--- config.mk ---
export PLATFORM = sky130hd
export DESIGN_NAME = acc_cpu
export DESIGN_NICKNAME = d
export VERILOG_FILES = /design/src/rtl/acc_cpu_pkg.sv /design/src/rtl/acc_cpu_alu.sv /design/src/rtl/acc_cpu.sv
export SDC_FILE = /design/constraint.sdc
export NUM_CORES = 1
export LEC_CHECK = 0
export CAP_MARGIN = 20
export CORE_UTILIZATION = 41
export DETAILED_ROUTE_END_ITERATION = 8
export PLACE_DENSITY = 0.69
export SYNTH_ARGS = -nofsm -noshare
export SYNTH_HDL_FRONTEND = slang
export SYNTH_SLANG_ARGS = --single-unit
--- constraint.sdc ---
create_clock -name i_clk -period 2.61 [get_ports i_clk]
set_input_delay 0.522 -clock i_clk [delete_from_list [all_inputs] [get_ports i_clk]]
set_output_delay 0.522 -clock i_clk [all_outputs]
set_load 0.01 [all_outputs]
--- src/rtl/acc_cpu_pkg.sv ---
// acc_cpu_pkg: shared definitions for the accumulator CPU.
//   - opcode_e : the eight instruction opcodes (3-bit field at the top of ir)
//   - StFetch/StExec/StMem : sequencer state encodings
//   - opc_lsb() : bit position of the opcode field for a given data width
package acc_cpu_pkg;

  localparam int unsigned OPC_W = 3;

  typedef enum logic [OPC_W-1:0] {
    OpIn  = 3'b000,
    OpOut = 3'b001,
    OpSta = 3'b010,
    OpLda = 3'b011,
    OpAdd = 3'b100,
    OpSub = 3'b101,
    OpJz  = 3'b110,
    OpJmp = 3'b111
  } opcode_e;

  localparam logic [1:0] StFetch = 2'd0;
  localparam logic [1:0] StExec  = 2'd1;
  localparam logic [1:0] StMem   = 2'd2;

  // Opcode occupies ir[dw-1 -: OPC_W].
  function automatic int unsigned opc_lsb(input int unsigned dw);
    return dw - OPC_W;
  endfunction

endpackage

--- src/rtl/acc_cpu_alu.sv ---
// acc_cpu_alu: combinational DW-bit adder/subtractor.
// Ports:
//   i_a, i_b : operands (i_a is the accumulator)
//   i_sub    : 1 = i_a - i_b, 0 = i_a + i_b
//   o_y      : DW-bit modular result
//   o_c      : carry out for add, borrow for subtract
module acc_cpu_alu #(
  parameter int unsigned DW = 8
) (
  input  logic [DW-1:0] i_a,
  input  logic [DW-1:0] i_b,
  input  logic          i_sub,
  output logic [DW-1:0] o_y,
  output logic          o_c
);

  logic [DW:0] w_sum;

  // Extending both operands by one zero bit makes the MSB of the difference
  // the borrow directly.
  always_comb begin
    if (i_sub) begin
      w_sum = {1'b0, i_a} - {1'b0, i_b};
    end else begin
      w_sum = {1'b0, i_a} + {1'b0, i_b};
    end
  end

  assign o_y = w_sum[DW-1:0];
  assign o_c = w_sum[DW];

endmodule

--- src/rtl/acc_cpu.sv ---
// acc_cpu: parametrised accumulator CPU with FETCH/EXEC/MEM sequencer.
// Ports:
//   i_clk, i_rst     : clock, synchronous active-high reset
//   o_adr_bus        : bus address, MSB 1 = program EPROM, 0 = data SRAM
//   i_data_in        : read data, taken on the edge where rd && i_mem_rdy
//   o_data_out       : write data (the accumulator)
//   o_rd, o_wr       : bus strobes, never both high, low during reset
//   i_mem_rdy        : memory completes the current access on this edge
//   i_buff_in        : input port
//   o_buff_out       : output port register, o_buff_out_vld pulses on update
//   o_zero, o_carry  : accumulator zero flag, carry/borrow of last ADD/SUB
module acc_cpu
  import acc_cpu_pkg::*;
#(
  parameter int unsigned DW = 8,
  parameter int unsigned AW = 5
) (
  input  logic          i_clk,
  input  logic          i_rst,
  output logic [AW-1:0] o_adr_bus,
  input  logic [DW-1:0] i_data_in,
  output logic [DW-1:0] o_data_out,
  output logic          o_rd,
  output logic          o_wr,
  input  logic          i_mem_rdy,
  input  logic [DW-1:0] i_buff_in,
  output logic [DW-1:0] o_buff_out,
  output logic          o_buff_out_vld,
  output logic          o_zero,
  output logic          o_carry
);

  localparam int unsigned  OpcLsb = opc_lsb(DW);
  localparam logic [AW-2:0] PcOne = 1;

  logic [1:0]    r_state;
  logic [AW-2:0] r_pc;
  logic [DW-1:0] r_ir;
  logic [DW-1:0] r_acc;
  logic          r_carry;
  logic [DW-1:0] r_buff_out;
  logic          r_buff_out_vld;

  opcode_e       w_opc;
  logic [AW-2:0] w_operand;
  logic          w_zero;
  logic [DW-1:0] w_alu_y;
  logic          w_alu_c;
  logic          w_unused_ir;

  assign w_opc     = opcode_e'(r_ir[OpcLsb +: OPC_W]);
  assign w_operand = r_ir[AW-2:0];
  assign w_zero    = (r_acc == '0);
  // Bits between operand and opcode carry no meaning.
  assign w_unused_ir = ^r_ir[OpcLsb-1:AW-1];

  acc_cpu_alu #(
    .DW (DW)
  ) u_alu (
    .i_a   (r_acc),
    .i_b   (i_data_in),
    .i_sub (w_opc == OpSub),
    .o_y   (w_alu_y),
    .o_c   (w_alu_c)
  );

  always_ff @(posedge i_clk) begin
    if (i_rst) begin
      r_state        <= StFetch;
      r_pc           <= '0;
      r_ir           <= '0;
      r_acc          <= '0;
      r_carry        <= 1'b0;
      r_buff_out     <= '0;
      r_buff_out_vld <= 1'b0;
    end else begin
      r_buff_out_vld <= 1'b0;
      unique case (r_state)
        StFetch: begin
          if (i_mem_rdy) begin
            r_ir    <= i_data_in;
            r_pc    <= r_pc + PcOne;
            r_state <= StExec;
          end
        end
        StExec: begin
          r_state <= StFetch;
          case (w_opc)
            OpIn:  r_acc <= i_buff_in;
            OpOut: begin
              r_buff_out     <= r_acc;
              r_buff_out_vld <= 1'b1;
            end
            OpJz: begin
              if (w_zero) r_pc <= w_operand;
            end
            OpJmp: r_pc <= w_operand;
            default: r_state <= StMem;
          endcase
        end
        StMem: begin
          if (i_mem_rdy) begin
            r_state <= StFetch;
            case (w_opc)
              OpLda: r_acc <= i_data_in;
              OpAdd, OpSub: begin
                r_acc   <= w_alu_y;
                r_carry <= w_alu_c;
              end
              default: ;
            endcase
          end
        end
        default: r_state <= StFetch;
      endcase
    end
  end

  // Bus decode from registered state only; reset gates the strobes so an
  // in-flight access is aborted in the reset cycle itself.
  always_comb begin
    o_adr_bus = {1'b1, r_pc};
    o_rd      = 1'b0;
    o_wr      = 1'b0;
    unique case (r_state)
      StFetch: o_rd = 1'b1;
      StExec:  ;
      StMem: begin
        o_adr_bus = {1'b0, w_operand};
        if (w_opc == OpSta) o_wr = 1'b1;
        else                o_rd = 1'b1;
      end
      default: ;
    endcase
    if (i_rst) begin
      o_rd = 1'b0;
      o_wr = 1'b0;
    end
  end

  assign o_data_out     = r_acc;
  assign o_buff_out     = r_buff_out;
  assign o_buff_out_vld = r_buff_out_vld;
  assign o_zero         = w_zero;
  assign o_carry        = r_carry;

endmodule

# [Yosys cells after proc, flatten, opt, wreduce, memory -nomap -nowiden]
# Index checks and enable logic that the tools add are counted.
[totals] reg_bits=32 latch_bits=0 mem_bits_rw=0 mem_bits_ro=0 input_bits=19 output_inout_bits=26 word_cells=61 mem_count=0
[op_classes] add_sub_neg=3 multipliers=0 div_mod_pow=0 order_cmp=0 eq_ne=15 shift=0 n_mux=21 n_bitwise=1 n_reduce_logical=14
[op_table] cell="$pmux 8 s2" n=2
[op_table] cell="$mux 8" n=2
[op_table] cell="$pmux 4 s2" n=2
[op_table] cell="$eq 3x3->1 const B" n=4
[op_table] cell="$add 8x8->9" n=1
[op_table] cell="$mux 9" n=1
[op_table] cell="$sub 8x8->9" n=1
[op_table] cell="$logic_not 8->1" n=1
[op_table] cell="$mux 4" n=2
[op_table] cell="$reduce_and 4->1" n=2
[op_table] cell="$eq 3x2->1 const B" n=2
[op_table] cell="$mux 1" n=6
[op_table] cell="$mux 2" n=3
[op_table] cell="$pmux 2 s3" n=1
[op_table] cell="$reduce_and 2->1" n=3
[op_table] cell="$mux 5" n=1
[op_table] cell="$add 4x1->4 const B" n=1
[op_table] cell="$ne 2x2->1 const B" n=2
[op_table] cell="$reduce_bool 2->1" n=2
[op_table] cell="$reduce_or 2->1" n=2
[op_table] cell="$reduce_or 4->1" n=1
[op_table] cell="$eq 3x1->1 const B" n=1
[op_table] cell="$logic_not 3->1" n=1
[op_table] cell="$ne 3x1->1 const B" n=1
[op_table] cell="other kinds (9)" n=9

# [Logic depth before layout (Yosys ltp)]
# Gate-level depths: netlist of the first run.
[logic_depth] ltp_word=5 depth_mapped=10 depth_no_buf=10

# [Hierarchy]
# Synthesis of the first run repeated with hierarchy kept, for this count alone.
[unflattened] cells_unflattened=277 area_unflattened_um2=2267.2
[by_module_without_submodules] mod="acc_cpu" instances=1 cells_per_inst=205 area_each_um2=1707.9 seq_area_each_um2=620.6
[by_module_without_submodules] mod="acc_cpu_alu" instances=1 cells_per_inst=72 area_each_um2=559.3 seq_area_each_um2=0.0

# [Least setup slack after synthesis of the first run]
# Ideal clock, no wire load.
[synth_timing] path_type="register -> register" from="reg r_ir[5]" to="reg r_carry (netlist: o_carry)" setup_ns=0.091 t_arrival_ns=2.553 required_time_ns=2.519 path_slack_ns=-0.034 path_stages_with_launch=10 path_buffers=0 synth_period_minus_slack_ns=2.644 cell_sequence="dfxtp_1 -> inv_1 -> nor3b_2 -> mux2_2 -> fa_1 -> nand2b_1 -> a211oi_1 -> o41ai_1 -> xnor2_1 -> a311oi_1"
[synth_between] elab_chain_len=3 word_cells_on_any_way=5 cone_classes="eq/ne (2); mux (1); reduce/logical (2)"
[synth_lines] item="from (decl)" line_no="acc_cpu.sv:38" rtl="logic [DW-1:0] r_ir;"
[synth_lines] item="from (signal assigned)" line_no="acc_cpu.sv:81" rtl="r_ir <= i_data_in;"
[synth_lines] item="$eq 3x3->1 (on tied branches)" line_no="acc_cpu.sv:104, acc_cpu.sv:62"
[synth_lines] item="$reduce_or 2->1" line_no="acc_cpu.sv:104" rtl="case (w_opc)"
[synth_lines] item="$reduce_and 3->1 (no line)"
[synth_lines] item="to (signal assigned)" line_no="acc_cpu.sv:108" rtl="r_carry <= w_alu_c;"
[synth_lines] item="to (decl)" line_no="acc_cpu.sv:40" rtl="logic r_carry;"
# Several ways; a longest one is shown, not always the timed one.
# A chain may end at the register's enable or synchronous reset.

# [Worst setup path in the final report of the first run]
[layout_timing] from="in i_data_in[0]" to="reg r_carry (netlist: o_carry)"
[layout_between] elab_chain_len=2 word_cells_on_any_way=3 cone_classes="add/sub (2); mux (1)"
[layout_lines] item="from (decl)" line_no="acc_cpu.sv:21" rtl="input logic [DW-1:0] i_data_in,"
[layout_lines] item="$add 8x8->9 / $sub 8x8->9 (equally long branches)" line_no="acc_cpu_alu.sv:25, acc_cpu_alu.sv:23"
[layout_lines] item="$mux 9 *" line_no="acc_cpu_alu.sv:22" rtl="if (i_sub) begin"
# Mark *: on every way between the ends. The rest lies on a longest branch, timed or not.

==> impl_metrics.tcl, run 1 <==
set metrics [dict create \
    status "finished, final reports clean" \
    drtIter0Drc 96 \
    min_period_over_period 0.941 \
    initial_core_util 0.427 \
    maxCapViolCount 0 \
    worst_slack_ns 0.155 \
    die_w_um 74.9 \
    dp_hpwl_mm 4.64 \
    die_area_mm2 0.00561 \
    design_area_mm2 0.00312 \
    synth_flop_cell "dfxtp_1" \
    placed_area_mm2 0.00289 \
    cts.sinks 31 \
    path_class "in -> reg" \
    num_vias 2256 \
    power.switching_w 0.000482 \
    synthTopCellsByCount "36 x a21oi_1, 36 x nand2_1, 31 x dfxtp_1" \
    clk_root_buffer_cell "clkbuf_8" \
    clk_latency_ns 0.29 \
    synthXorXnorAreaFrac 0.0442 \
    crit_required_ns 2.81 \
    synth_compound_area_frac 0.215 \
    synth_edf_count 0 \
    fin_util 0.610 \
    max_freq_mhz 407 \
    startpoint_type "input port" \
    cp_data_arrival_time_ns 2.65 \
    synth_fa_ha_area_frac 0.0838 \
    grt_pass1_vias 2063 \
    dieHeight_um 74.9 \
    cts.htree.levels 2 \
    port_buffers 44 \
    synth_area_mm2 0.00218 \
    synth.area.mux_share 0.0631 \
    power_leakage_nw 1.28 \
    multi_input_area_mm2 0.00151 \
    drcViolationCount 0 \
    synthTopCellsByArea "dfxtp_1 28%, a21oi_1 8.3%, ha_1 7.5%" \
    first_pass_iters 4 \
    p_per_area_mw_per_mm2 500 \
    rows 26 \
    synth.distinct_cells 50 \
    wire_per_inst_um 14.4 \
    end_kind "register" \
    power_switching_share 0.309 \
    worst_pin_slew_ns 0.720 \
    syn_to_final_growth_pct 42.9 \
    hold_violations 0 \
    slew_viol_final 0 \
    min_period_ns 2.46 \
    finalClockSkew_ns 0.00429 \
    clk_pin_slew_worst_paths_ns 0.07 \
    synth_top_area_share 0.285 \
    fillCellCount 485 \
    ys_seq_area_frac 0.285 \
    synth_top_cell_by_area "dfxtp_1" \
    viasPerCell 5.35 \
    setup_violations 0 \
    cts_buffers 5 \
    nNetsFinal 384 \
    ant_nets 0 \
    clock_power_share 0.322 \
    synth-warning-count 0 \
    rsz0062_at_grt "no" \
    path_max_fanout 3 \
    synth-simple-area-share 0.244 \
    grt_usage 0.234 \
    grt_antenna_before_repair 0 \
    combPwrFrac 0.338 \
    seqCellArea_um2 621 \
    io_pins 45 \
    pre_cts_ws_ns -0.583 \
    synth_top_family_by_area "simple AND/OR/NAND/NOR gates" \
    grt_max_degree 23 \
    peakVddDrop_v 0.000238 \
    gp_congestion 0.930 \
    slew-limit-headroom 0.519 \
    cts_buffer_depth 2 \
    syn_nets 309 \
    antennaDiodeCount 0 \
    overflow 0 \
    grt_pass1_wl_mm 9.72 \
    drive_gt1_frac 0.224 \
    internal-power_w 0.00108 \
    core_area_mm2 0.00511 \
    avgSynthCellArea_um2 7.90 \
    async_flop_share 0 \
    wl_mm 6.07 \
    p_seq_frac 0.341 \
    hp-class "reg -> reg" \
    ys_ff_latch 31 \
    synth_cells 276 \
    cts_tree "done" \
]
critical path: stages:
cell and delay, ns:
dlygate4sd2_1 0.23, inv_2 0.05, ha_1 0.28, mux2_4 0.29, fa_2 0.39, nand2b_4 0.17
a211oi_4 0.28, o41ai_2 0.10, xnor2_1 0.13, a311oi_1 0.23
kinds of logic (layout without fill, tap and decap cells):
family                     Yosys count  after routing
DFF                                 31             31
adders and majority gates           14             14
xor gates and xnor gates            11             11
and+or+nand+nor                    104            104
AOI/OAI and AO/OA                   76             76
buffers and inverters               27            103
muxes                               13             13
path summary, 6_finish.rpt:
| kind | from | endpoint | slack, ns | cells after the start |
|---|---|---|---|---|
| setup reg to reg | r_ir[5]$_SDFFE_PP0P_ | o_data_out[5]$_SDFFE_PP0P_ | 0.16 | 12 |
| hold reg to reg | o_buff_out[3]$_SDFFE_PP0P_ | o_buff_out[3]$_SDFFE_PP0P_ | 0.46 | 2 |
| hold / removal | o_buff_out[3]$_SDFFE_PP0P_ | o_buff_out[3]$_SDFFE_PP0P_ | 0.46 | 2 |
| setup / recovery | i_data_in[0] | o_carry$_SDFFE_PP0P_ | 0.15 | 10 |
layer usage:
| metal | wire, µm | track usage | vias up | part of all wire |
|---|---|---|---|---|
| li1 | - | - | 1137 | - |
| met1 | 2870 | 0.300 | 1051 | 0.47 |
| met2 | 2830 | 0.385 | 54 | 0.47 |
| met3 | 232 | 0.0509 | 14 | 0.038 |
| met4 | 139 | 0.0860 | 0 | 0.023 |
| met5 | 0 | 0 | - | 0 |
sequential cells by signal (all words and copies together) (netlist names):
register	count
o_data_out	8
r_pc	4
o_carry	1
o_buff_out_vld	1
r_ir	7
r_state	2
o_buff_out	8
layout by cell type (no fill, tap or decap), types with 2 or more instances in the layout:
cell type	count
dlymetal6s2s_1	4
nand4b_1	2
or2_0	3
dfxtp_1	31
clkbuf_8	6
nor2_1	20
mux2_2	5
nand2b_1	4
a31oi_1	5
o32ai_1	2
or2_2	2
o211ai_1	3
a311oi_1	3
and3_1	2
ha_1	12
clkdlybuf4s50_1	38
a21oi_1	34
dlygate4sd2_1	2
nand2_1	36
nor2_2	2
mux2i_1	7
a21oi_2	2
buf_4	39
o211a_1	3
nand2b_4	2
or3_1	2
a211oi_1	4
nand3_1	9
xnor2_1	8
nor3_1	6
xor2_1	3
inv_1	11
o21ai_0	11
nor4_2	4
through the flow:
stage	setup TNS (ns)	cells	hold WS, ns	total power [W]
floorplan	0	276	0.442	0.000820
global placement	-2.37	411	0.447	0.00101
detailed placement	-2.59	411	0.450	0.00102
CTS	0	420	0.459	0.00154
global route	0	422	0.484	0.00165
finish	0	422	0.457	0.00156
power groups by stage:
stage	logic [W]	clock network, W	registers, W
finish	0.000526	0.000501	0.000530
global route	0.000579	0.000532	0.000534
CTS	0.000505	0.000509	0.000530
detailed placement	0.000481	0	0.000541
global placement	0.000473	0	0.000541
floorplan	0.000279	0	0.000541
layout make-up:
type                            count  area share
Clock inverter                      2      0.0112
Timing Repair Buffer               83       0.238
Clock buffer                        6      0.0265
Inverter                           12      0.0145
Sequential cell                    31       0.199
Multi-Input combinational cell    218       0.483
Tap cell                           70      0.0281
repair_timing:
action | in CTS | in global routing
pin swaps | 6 | 3
resized for setup | 11 | 13
setup buffers | 1 | 2
hold buffers | 0 | 0
hold endpoints to repair | 0 | 0
setup endpoints to repair | 5 | 6
Note: power is estimated with default switching activity, not from simulation.
==> inputs of run 2 (changes only) <==
--- a/config.mk
+++ b/config.mk
@@ -6,6 +6,8 @@
 export NUM_CORES = 1
 export LEC_CHECK = 0
 export CAP_MARGIN = 20
+export CORE_ASPECT_RATIO = 0.6
+export CORE_MARGIN = 2
 export CORE_UTILIZATION = 41
 export DETAILED_ROUTE_END_ITERATION = 8
 export PLACE_DENSITY = 0.69
==> constraint.sdc (replaced) <==
create_clock -name i_clk -period 2.61 [get_ports i_clk]
set_input_delay 0.522 -clock i_clk [delete_from_list [all_inputs] [get_ports i_clk]]
set_output_delay 0.522 -clock i_clk [all_outputs]
set_load 0.02 [all_outputs]
==> run 2 against run 1 <==
Count of clock-buffer cells in the layout is the same; maximum frequency decreased by 3.8%; clock power up 2%; non-clock buffer count unchanged; hold slack got worse by 0.0033 ns.
==> impl_metrics.tcl, run 2 (synthesis results as in run 1) <==
set metrics [dict create \
    status "finished, final reports clean" \
    grt_antenna_before_repair 0 \
    min_path_cells 2 \
    rr_worst_depth 12 \
    viasPerCell 5.43 \
    initial_core_util 0.427 \
    drtIter0Drc 212 \
    startpoint_type "input port" \
    path_class "in -> reg" \
    wl_mm 6.54 \
    grt_max_degree 22 \
    die_w_um 98.2 \
    antennaDiodeCount 0 \
    first_pass_iters 4 \
    cts.sinks 31 \
    io_pins 45 \
    drive_gt1_frac 0.213 \
    dp_hpwl_mm 4.99 \
    min_period_over_period 0.978 \
    final_cell_mix "38 x clkdlybuf4s50_1, 38 x buf_4, 36 x nand2_1" \
    grt_usage 0.229 \
    whs_ns 0.454 \
    wire_per_inst_um 15.6 \
    slew_viol_final 0 \
    die_area_mm2 0.00594 \
    syn_to_final_growth_pct 41.2 \
    core_area_mm2 0.00510 \
    grt_pass1_wl_mm 10.7 \
    setup_tns_ns 0 \
    rows 20 \
    max_stage_delay_ns 0.34 \
    internal-power_w 0.00107 \
    hp-class "reg -> reg" \
    pre_cts_ws_ns -0.633 \
    min_period_ns 2.55 \
    nNetsFinal 384 \
    grt_pass1_vias 2161 \
    worst_pin_slew_ns 0.680 \
    crit_slowest_cell "ha_1" \
    clk_root_buffer_cell "clkbuf_8" \
    cts.htree.levels 2 \
    power.switching_w 0.000512 \
    hold_violations 0 \
    worst_slack_ns 0.0566 \
    drcViolationCount 0 \
    worst-path-stages 11 \
    cts_tree "done" \
    fin_util 0.603 \
    cts_buffers 5 \
    cpLargestDelayFamily "compound AO/OA/AOI/OAI gates" \
    cp_data_arrival_time_ns 2.79 \
    finalClockSkew_ns 0.00803 \
    p_per_area_mw_per_mm2 513 \
    setup_violations 0 \
    p_seq_frac 0.339 \
    power_leakage_nw 1.25 \
    slew-limit-headroom 0.546 \
    path_max_fanout 6 \
    gp_congestion 0.915 \
    max_freq_mhz 392 \
    crit_buf_inv 2 \
    maxCapViolCount 0 \
    port_buffers 44 \
    num_vias 2268 \
    cts_buffer_depth 2 \
    crit_required_ns 2.84 \
    combPwrFrac 0.336 \
    clk_pin_slew_worst_paths_ns 0.07 \
    ant_nets 0 \
    end_kind "register" \
    clk_latency_ns 0.29 \
    overflow 0 \
    peakVddDrop_v 0.000256 \
    clock_power_share 0.325 \
    rsz0062_at_grt "yes" \
    power_switching_share 0.324 \
    path_cells "clkdlybuf4s15_1 > nor3_2 > a31oi_1 > xnor2_1 > ha_1 > buf_4 > nand3_1 > a2bb2oi_1 > nand4b_1 > a311oi_2 > o22a_2" \
    dieHeight_um 60.5 \
]
-- run 2: worst reg2reg max path: cells and delay by family (launching register included) --
kind                     cells  cell delay, ns
AO/OA/AOI/OAI                4            0.74
AND/OR/NAND/NOR              3            0.48
buffers and inverters        3            0.44
adder cells (fa/ha/maj)      1            0.34
flip-flops                   1            0.33
XOR/XNOR                     1            0.16
-- run 2: timing repair --
action,4_1_cts,5_1_grt
gates resized for setup,14,7
endpoints found under the setup margin,10,6
hold buffers,0,0
cloned,0,0
pin swaps,9,6
buffers inserted,1,2
-- run 2: final timing paths --
| path | start | to | slack, ns |
|---|---|---|---|
| min reg2reg | o_buff_out[7]$_SDFFE_PP0P_ | o_buff_out[7]$_SDFFE_PP0P_ | 0.45 |
| max reg2reg | r_ir[5]$_SDFFE_PP0P_ | o_data_out[7]$_SDFFE_PP0P_ | 0.09 |
| max | i_data_in[2] | o_data_out[7]$_SDFFE_PP0P_ | 0.06 |
| min | o_buff_out[7]$_SDFFE_PP0P_ | o_buff_out[7]$_SDFFE_PP0P_ | 0.45 |
-- run 2: area by class of cell --
type | count | area [µm²]
flip-flops and latches | 31 | 622
fillers | 485 | 2030
multi-input cells | 218 | 1480
clock inverters | 2 | 35.0
clock buffers | 6 | 82.6
inverters | 12 | 45.0
repair buffers | 83 | 731
well taps | 66 | 82.6
-- run 2: power groups by stage --
stage	sequential (W)	combinational, W	clock, W
2_1_floorplan	0.000551	0.000287	0
3_3_place_gp	0.000546	0.000489	0
3_5_place_dp	0.000546	0.000499	0
4_1_cts	0.000535	0.000517	0.000517
5_1_grt	0.000540	0.000577	0.000532
6_report	0.000536	0.000530	0.000513
-- run 2: through the flow --
step / power (W) / instances / cell area, µm²
floorplan: 0.000838 / 276 / 2190
global route: 0.00165 / 418 / 3080
finish: 0.00158 / 418 / 3080
detailed placement: 0.00105 / 407 / 2880
global placement: 0.00103 / 407 / 2880
CTS: 0.00157 / 416 / 3040
-- run 2: routing by layer --
| metal | up-vias | part of all wire | track usage |
|---|---|---|---|
| met1 | 1066 | 0.50 | 0.335 |
| met3 | 0 | 0.080 | 0.0530 |
| met4 | 0 | 0 | 0.0391 |
| li1 | 1136 | - | - |
| met5 | - | 0 | 0 |
| met2 | 66 | 0.42 | 0.355 |
==> inputs of run 3 (changes only) <==
--- a/config.mk
+++ b/config.mk
@@ -5,10 +5,12 @@
 export SDC_FILE = /design/constraint.sdc
 export NUM_CORES = 1
 export LEC_CHECK = 0
+export ABC_CLOCK_PERIOD_IN_PS = 2610
 export CAP_MARGIN = 20
 export CORE_ASPECT_RATIO = 0.6
 export CORE_MARGIN = 2
 export CORE_UTILIZATION = 41
+export CTS_BUF_LIST = sky130_fd_sc_hd__clkbuf_16
 export DETAILED_ROUTE_END_ITERATION = 8
 export PLACE_DENSITY = 0.69
 export SYNTH_ARGS = -nofsm -noshare
==> constraint.sdc (replaced) <==
create_clock -name i_clk -period 2.61 [get_ports i_clk]
set_input_delay 0.522 -clock i_clk [delete_from_list [all_inputs] [get_ports i_clk]]
set_output_delay 0.522 -clock i_clk [all_outputs]
set_load 0.01 [all_outputs]
==> run 3 against run 2 <==
Via count rose by 1.8%; clock power increased by 5.5%; combinational power fell by 2%; global-route usage rose by 0.43 points; non-clock buffer count unchanged; power increased by 1.4%; sequential power about the same; sequential share of layout area shrank 0.057 points; clock skew fell by 0.0023 ns; worst setup slack lost 0.037 ns; critical endpoint is now o_carry$_SDFFE_PP0P_.
==> impl_metrics.tcl, run 3 (synthesis results as in run 1) <==
set metrics [dict create \
    die_w_um 98.2 \
    path_cells "inv_2 > nor3b_4 > buf_4 > mux2_4 > fa_2 > nand2b_4 > a211oi_2 > buf_4 > o41ai_4 > xnor2_1 > a311oi_1" \
    core_area_mm2 0.00510 \
    slew-limit-headroom 0.552 \
    hold_violations 0 \
    grt_antenna_before_repair 0 \
    initial_core_util 0.427 \
    cpLargestDelayFamily "compound AO/OA/AOI/OAI gates" \
    drcViolationCount 0 \
    clk_latency_ns 0.28 \
    peakVddDrop_v 0.000252 \
    cts.sinks 31 \
    worst_pin_slew_ns 0.670 \
    p_seq_frac 0.336 \
    hp-class "reg -> reg" \
    power_leakage_nw 1.25 \
    rr_worst_depth 11 \
    r2r_end "o_carry$_SDFFE_PP0P_" \
    rows 20 \
    nNetsFinal 384 \
    cts_hold_buf 0 \
    worstReg2RegStart "r_ir[5]$_SDFFE_PP0P_" \
    startpoint_type "register" \
    clock_power_share 0.338 \
    min_period_ns 2.59 \
    drive_gt1_frac 0.208 \
    crit_slowest_cell "fa_2" \
    cts_buffer_depth 2 \
    cts_buffers 5 \
    crit_path_frequent_cell "buf_4" \
    clk_root_buffer_cell "clkbuf_16" \
    grt_usage 0.233 \
    internal-power_w 0.00110 \
    dp_hpwl_mm 4.99 \
    grt_pass1_wl_mm 10.8 \
    path_class "reg -> reg" \
    first_pass_iters 5 \
    power.switching_w 0.000496 \
    maxCapViolCount 0 \
    pre_cts_ws_ns -0.686 \
    min_period_over_period 0.992 \
    power_switching_share 0.310 \
    final_cell_mix "38 x clkdlybuf4s50_1, 38 x buf_4, 36 x nand2_1" \
    fillCellCount 481 \
    min_path_cells 2 \
    p_per_area_mw_per_mm2 518 \
    antennaDiodeCount 0 \
    whs_ns 0.456 \
    end_kind "register" \
    viasPerCell 5.54 \
    die_area_mm2 0.00594 \
    wire_per_inst_um 16.1 \
    cts.htree.levels 2 \
    wl_mm 6.73 \
    port_buffers 44 \
    overflow 0 \
    rsz0062_at_grt "yes" \
    finalClockSkew_ns 0.00569 \
    seqCellArea_um2 622 \
    grt_max_degree 23 \
    placed_area_mm2 0.00287 \
    cts_tree "done" \
    setup_violations 0 \
    multi_input_area_mm2 0.00148 \
    crit_required_ns 2.79 \
    setup_tns_ns 0 \
    path_max_fanout 3 \
    worstHoldStart "o_buff_out[7]$_SDFFE_PP0P_" \
    slew_viol_final 0 \
    design_area_mm2 0.00309 \
    hold_end "o_buff_out[7]$_SDFFE_PP0P_" \
    ant_nets 0 \
    max_stage_delay_ns 0.38 \
    gp_congestion 0.879 \
    clk_pin_slew_worst_paths_ns 0.05 \
    crit_buf_inv 3 \
    syn_to_final_growth_pct 41.6 \
    dieHeight_um 60.5 \
    drtIter0Drc 175 \
    combPwrFrac 0.326 \
    worst_slack_ns 0.0198 \
    io_pins 45 \
    grt_pass1_vias 2146 \
    cp_data_arrival_time_ns 2.77 \
    num_vias 2309 \
    status "finished, final reports clean" \
    r2r_slack_ns 0.02 \
    max_freq_mhz 386 \
]
==> run 3: changes by cell type in the layout (fill, tap and decap cells not counted), moves of 2 or more <==
cell	before	now
clkbuf_8	6	0
inv_2	0	2
inv_1	12	10
clkbuf_16	0	5
==> run 3: tightest hold or removal path, stage by stage (launching register included) <==
cell and delay, ns:
dfxtp_1 0.30, nand2_1 0.05, a21oi_1 0.06
==> run 3: power by group through the flow <==
stage | logic, W | clock network [W] | registers (W)
global placement | 0.000470 | 0 | 0.000546
floorplan | 0.000279 | 0 | 0.000541
finish | 0.000521 | 0.000541 | 0.000538
global route | 0.000569 | 0.000573 | 0.000541
detailed placement | 0.000483 | 0 | 0.000546
CTS | 0.000505 | 0.000550 | 0.000536
==> run 3: layout make-up <==
type,instances,share of cell area
Inverter,12,0.0146
Tap cell,66,0.0267
Sequential cell,31,0.201
Timing Repair Buffer,83,0.236
Multi-Input combinational cell,218,0.478
Clock inverter,2,0.00284
Clock buffer,5,0.0405
==> run 3: worst max-delay path by stage <==
| stage | start | end | slack, ns | depth (start not counted) |
|---|---|---|---|---|
| 3_5_place_dp | i_data_in[0] | o_carry$_SDFFE_PP0P_ | -0.69 | 11 |
| 6_report | r_ir[5]$_SDFFE_PP0P_ | o_carry$_SDFFE_PP0P_ | 0.02 | 11 |
| 3_3_place_gp | i_data_in[0] | o_carry$_SDFFE_PP0P_ | -0.60 | 11 |
| 5_1_grt | r_ir[5]$_SDFFE_PP0P_ | o_carry$_SDFFE_PP0P_ | -0.1 | 11 |
| 4_1_cts | i_data_in[1] | o_carry$_SDFFE_PP0P_ | 0.04 | 11 |
| 2_1_floorplan | r_ir[5]$_SDFFE_PP0P_ | o_carry$_SDFFE_PP0P_ | 0.02 | 9 |
==> run 3: timing repair <==
item | CTS | global route
buffers inserted | 2 | 2
pin swaps | 9 | 14
resized for setup | 14 | 7
setup endpoints to repair | 7 | 4
hold endpoints to repair | 0 | 0
==> run 3: stage by stage <==
| step | utilization | power [W] | cells |
|---|---|---|---|
| final | 0.605 | 0.00160 | 417 |
| after global routing | 0.605 | 0.00168 | 417 |
| after CTS | 0.597 | 0.00159 | 415 |
| after detailed placement | 0.563 | 0.00103 | 406 |
| after global placement | 0.563 | 0.00102 | 406 |
| after floorplan | - | 0.000820 | 276 |
==> run 3: layer usage <==
metal  up-vias  track usage  share of wire
li1       1138            -              -
met1      1058        0.317           0.47
met2       109        0.367           0.44
met3         4       0.0737          0.092
met4         0       0.0607         0.0031
met5         -            0              0
